## src/rtl/response_bus_arbiter.sv

```systemverilog
// Round-robin arbiter for the shared response bus: one owner at a time, fair rotation.
// Defining RESP_ARB_WATCHDOG_EN adds a hold watchdog that force-releases the bus.
module response_bus_arbiter #(
  parameter int NUM_MASTERS    = 4,
  parameter int TIMEOUT_CYCLES = 16
) (
  input  logic                           clock,
  input  logic                           reset,
  input  logic [NUM_MASTERS-1:0]         breq,
  input  logic [NUM_MASTERS-1:0]         bhold,
  output logic [NUM_MASTERS-1:0]         bgnt,
  output logic [$clog2(NUM_MASTERS)-1:0] grant_id,
  output logic                           bus_busy,
  output logic                           timeout_err
);
  localparam int ID_W = $clog2(NUM_MASTERS);

  if (NUM_MASTERS < 2) begin : g_bad_masters
    $error("response_bus_arbiter: NUM_MASTERS must be at least 2");
  end
  if (TIMEOUT_CYCLES < 1) begin : g_bad_timeout
    $error("response_bus_arbiter: TIMEOUT_CYCLES must be at least 1");
  end

  typedef enum logic [1:0] {IDLE, GRANT, HOLD} state_t;

  state_t          state;
  logic [ID_W-1:0] last;
  logic [ID_W-1:0] winner;

`ifdef RESP_ARB_WATCHDOG_EN
  localparam int CNT_W = $clog2(TIMEOUT_CYCLES + 1);
  logic [CNT_W-1:0] hold_cnt;
`endif

  // Scan from farthest to nearest after `last`, so the nearest requester overwrites.
  always_comb begin
    logic [ID_W-1:0] cand;
    cand   = last;
    winner = last;
    for (int i = NUM_MASTERS; i >= 1; i--) begin
      cand = ID_W'((int'(last) + i) % NUM_MASTERS);
      if (breq[cand]) winner = cand;
    end
  end

  always_ff @(posedge clock or posedge reset) begin
    if (reset) begin
      state    <= IDLE;
      bgnt     <= '0;
      grant_id <= '0;
      bus_busy <= 1'b0;
      last     <= ID_W'(NUM_MASTERS - 1);
`ifdef RESP_ARB_WATCHDOG_EN
      hold_cnt    <= '0;
      timeout_err <= 1'b0;
`endif
    end else begin
      bgnt <= '0;
`ifdef RESP_ARB_WATCHDOG_EN
      timeout_err <= 1'b0;
`endif
      case (state)
        IDLE: begin
          if (|breq) begin
            bgnt     <= NUM_MASTERS'(1) << winner;
            grant_id <= winner;
            last     <= winner;
            bus_busy <= 1'b1;
            state    <= GRANT;
          end
        end
        GRANT: begin
          state <= HOLD;
`ifdef RESP_ARB_WATCHDOG_EN
          hold_cnt <= '0;
`endif
        end
        HOLD: begin
          // Only the owner's hold bit matters; a zero here releases the bus.
          if (!bhold[grant_id]) begin
            state    <= IDLE;
            bus_busy <= 1'b0;
          end
`ifdef RESP_ARB_WATCHDOG_EN
          else if (hold_cnt == CNT_W'(TIMEOUT_CYCLES - 1)) begin
            state       <= IDLE;
            bus_busy    <= 1'b0;
            timeout_err <= 1'b1;
            hold_cnt    <= hold_cnt + 1'b1;
          end else begin
            hold_cnt <= hold_cnt + 1'b1;
          end
`endif
        end
        default: begin
          state    <= IDLE;
          bus_busy <= 1'b0;
        end
      endcase
    end
  end

`ifndef RESP_ARB_WATCHDOG_EN
  assign timeout_err = 1'b0;
`endif

endmodule

```

## config.mk

```make
export PLATFORM = sky130hd
export DESIGN_NAME = response_bus_arbiter
export DESIGN_NICKNAME = d
export VERILOG_FILES = /design/src/rtl/response_bus_arbiter.sv
export SDC_FILE = /design/constraint.sdc
export NUM_CORES = 1
export LEC_CHECK = 0
export CAP_MARGIN = 20
export CORE_AREA = 4 4 41 43
export CTS_BUF_LIST = sky130_fd_sc_hd__clkbuf_2
export CTS_CLUSTER_DIAMETER = 150
export CTS_CLUSTER_SIZE = 12
export DETAILED_ROUTE_END_ITERATION = 7
export DIE_AREA = 0 0 45 47
export DONT_BUFFER_PORTS = 1
export GPL_TIMING_DRIVEN = 0
export PLACE_DENSITY = 0.61
export SLEW_MARGIN = 0
export SYNTH_ARGS = -nofsm -noshare
export SYNTH_HDL_FRONTEND = slang
export SYNTH_SLANG_ARGS = --single-unit
```

## constraint.sdc

```tcl
create_clock -name clock -period 3.37 [get_ports clock]
set_input_delay 0.337 -clock clock [delete_from_list [all_inputs] [get_ports clock]]
set_output_delay 0.337 -clock clock [all_outputs]
set_load 0.01 [all_outputs]
```

==> results.cfg <==
[timing]
fin_crit_sh_pct = 45.2
finalSetupViolCount = 0
min_period_ps = 1520
hold_viol_final = 0
grt_setup_unrepaired = false
skew_ps = 1.64
fmax_mhz = 656
tns_ps = 0
slew_viol_final = 0

[outcome]
outcome = finished clean

[cts]
clockBufferDepth = 2
numCtsBuffers = 3
post-cts-setup-buffers = 0
cts.htree.levels = 1
cts.clk_slew.worst_paths_ps = 100
clock-root-buffer = clkbuf_2
cts_tree = done
clock-sinks = 11
clk_latency_ps = 250

[routing]
wl_per_cell_um = 13.4
drt_iter0_drc = 4
vias = 344
viasPerCell = 5.13
route.detailed.drc = 0
dr.pass1.iters = 4
drtAntennaViolNets = 0
routed_wl_um = 897

[floorplanning]
pin_count = 18
die-area_um2 = 2120
die_w_um = 45
start_util_pct = 39.7
die_h_um = 47
core-area_um2 = 1300
rows = 13

[cells_and_area]
final_cell_area_um2 = 566
n_fill_cell = 136
final_layout_size_suffix_gt1_share_pct = 23.1
post-route-util_pct = 43.5
area_delta_synth_final_pct = 9.44
layout_common_cells = dfrtp_1 (9), inv_1 (4), clkbuf_2 (4), nor2_1 (3), nor2b_1 (3)
layout_commonest_cell = dfrtp_1
seq_area_um2 = 278
num_antenna_cells = 0
multi_input_area_um2 = 213
final_net_count = 63

[global_route]
grt_pass1_wl_mm = 1.43
grt_max_degree = 12
grtUsageTotal_pct = 10.5
first_global_vias = 341
antenna_found_initial = 0
gr-total-overflow = 0

[placed_design]
dp.final_hpwl_um = 702
postPlaceCellArea_um2 = 536
gp_congestion = 0.700
io_buffers = 0

[yosys]
syn_nets = 57
ys_seq_area_share_pct = 53.8
async_flop_share_pct = 100
netlist_area_um2 = 517
ys.warnings.count = 0
ys_types = 28
syn_area_per_cell_um2 = 11.0
ys_seq_elements = 11
syn_inst = 47
synth-main-ff-cell = dfrtp_1
synth-edff-count = 0

[setup_path]
reg2reg_depth = 4
worstPathMaxFanout = 6
endpoint_kind = flip-flop
critPathKind = flip-flop to flip-flop
startpoint_type = flip-flop
worstPathRequired_ps = 3520
r2r-end = grant_id[0]
worstPathArrival_ps = 1670
r2r_setup_slack_ps = 1850
timing.rr.start = last[0]

[worst_hold_path]
min_from = breq[2]
min-delay-path-class = input pin to flip-flop
worstHoldEndpoint = bgnt[1]
worstHoldPathCells = 3

[power_and_ir_drop]
leakagePower_nw = 0.276
power_density_nw_per_um2 = 917
vdd_drop_max_uv = 303

[run]
cap_viol_max_count = 0
routing by layer:
| metal | up-vias | share of wire (%) | GRT usage, % |
|---|---|---|---|
| li1 | 169 | - | - |
| met5 | - | 0 | 0 |
| met4 | 0 | 5.6 | 12.3 |
| met2 | 15 | 45 | 14.7 |
| met1 | 155 | 40 | 11.2 |
| met3 | 5 | 8.6 | 4.21 |
where the power goes:
group          switching, W  internal, W
Sequential        0.0000622     0.000201
Clock             0.0000423    0.0000315
Combinational     0.0000854    0.0000967
registers in the layout, indices dropped and copies added, names as in the netlist:
| signal | flops |
|---|---|
| bgnt | 4 |
| bus_busy | 1 |
| grant_id | 2 |
| last | 2 |
| state | 2 |
cell type report:
class	count	share of cell area (%)
buffer	1	1.33
clock buffer	4	3.54
inverter	5	3.32
multi-input combinational	30	37.6
sequential	11	49.1
tap	15	3.32
timing repair buffer	1	1.77
synthesized netlist by cell type, types with 2 or more instances:
cell	number	area, um^2
a21o_1	2	15.0
inv_1	4	15.0
o21ai_0	2	10.0
mux2_4	2	30.0
nor2_1	3	11.3
dfstp_2	2	52.6
dfrtp_1	9	225
nor2b_1	3	18.8
through the flow:
step / worst slack [ps] / hold WS [ps] / instances / power (W)
floorplan: 1940 / 188 / 47 / 0.000412
global placement: 1860 / 232 / 62 / 0.000444
detailed placement: 1850 / 238 / 62 / 0.000452
CTS: 1830 / 335 / 67 / 0.000528
global route: 1760 / 360 / 67 / 0.000558
finish: 1850 / 357 / 67 / 0.000519
cell families (layout without fill, tap and decap cells):
| family | Yosys count | in the layout | share of synthesized area [%] |
|---|---|---|---|
| compound gates | 10 | 10 | 13.6 |
| buf+inv | 6 | 11 | 5.08 |
| mux | 4 | 4 | 9.93 |
| flops | 11 | 11 | 53.8 |
| other cells | 1 | 1 | 0.726 |
| simple gates | 15 | 15 | 17.0 |
worst max-delay path by stage:
stage	start	end	cells past startpoint
floorplan	last[0]	grant_id[0]	4
global placement	last[0]	grant_id[0]	4
detailed placement	last[0]	grant_id[0]	4
CTS	last[0]	grant_id[0]	4
global route	last[0]	grant_id[0]	4
finish	last[0]	grant_id[0]	4
timing repair:
action | 4_1_cts | 5_1_grt
hold buffers | 1 | 0
gates resized for setup | 0 | 0
endpoints found under the hold margin | 9 | 0
worst max-delay path, cell delays in order (launching register included):
cell	delay, ps
dfstp_2	570
nor2b_1	60
o21a_1	180
a221o_1	330
mux2_4	280
(Power assumes the default switching activity.)
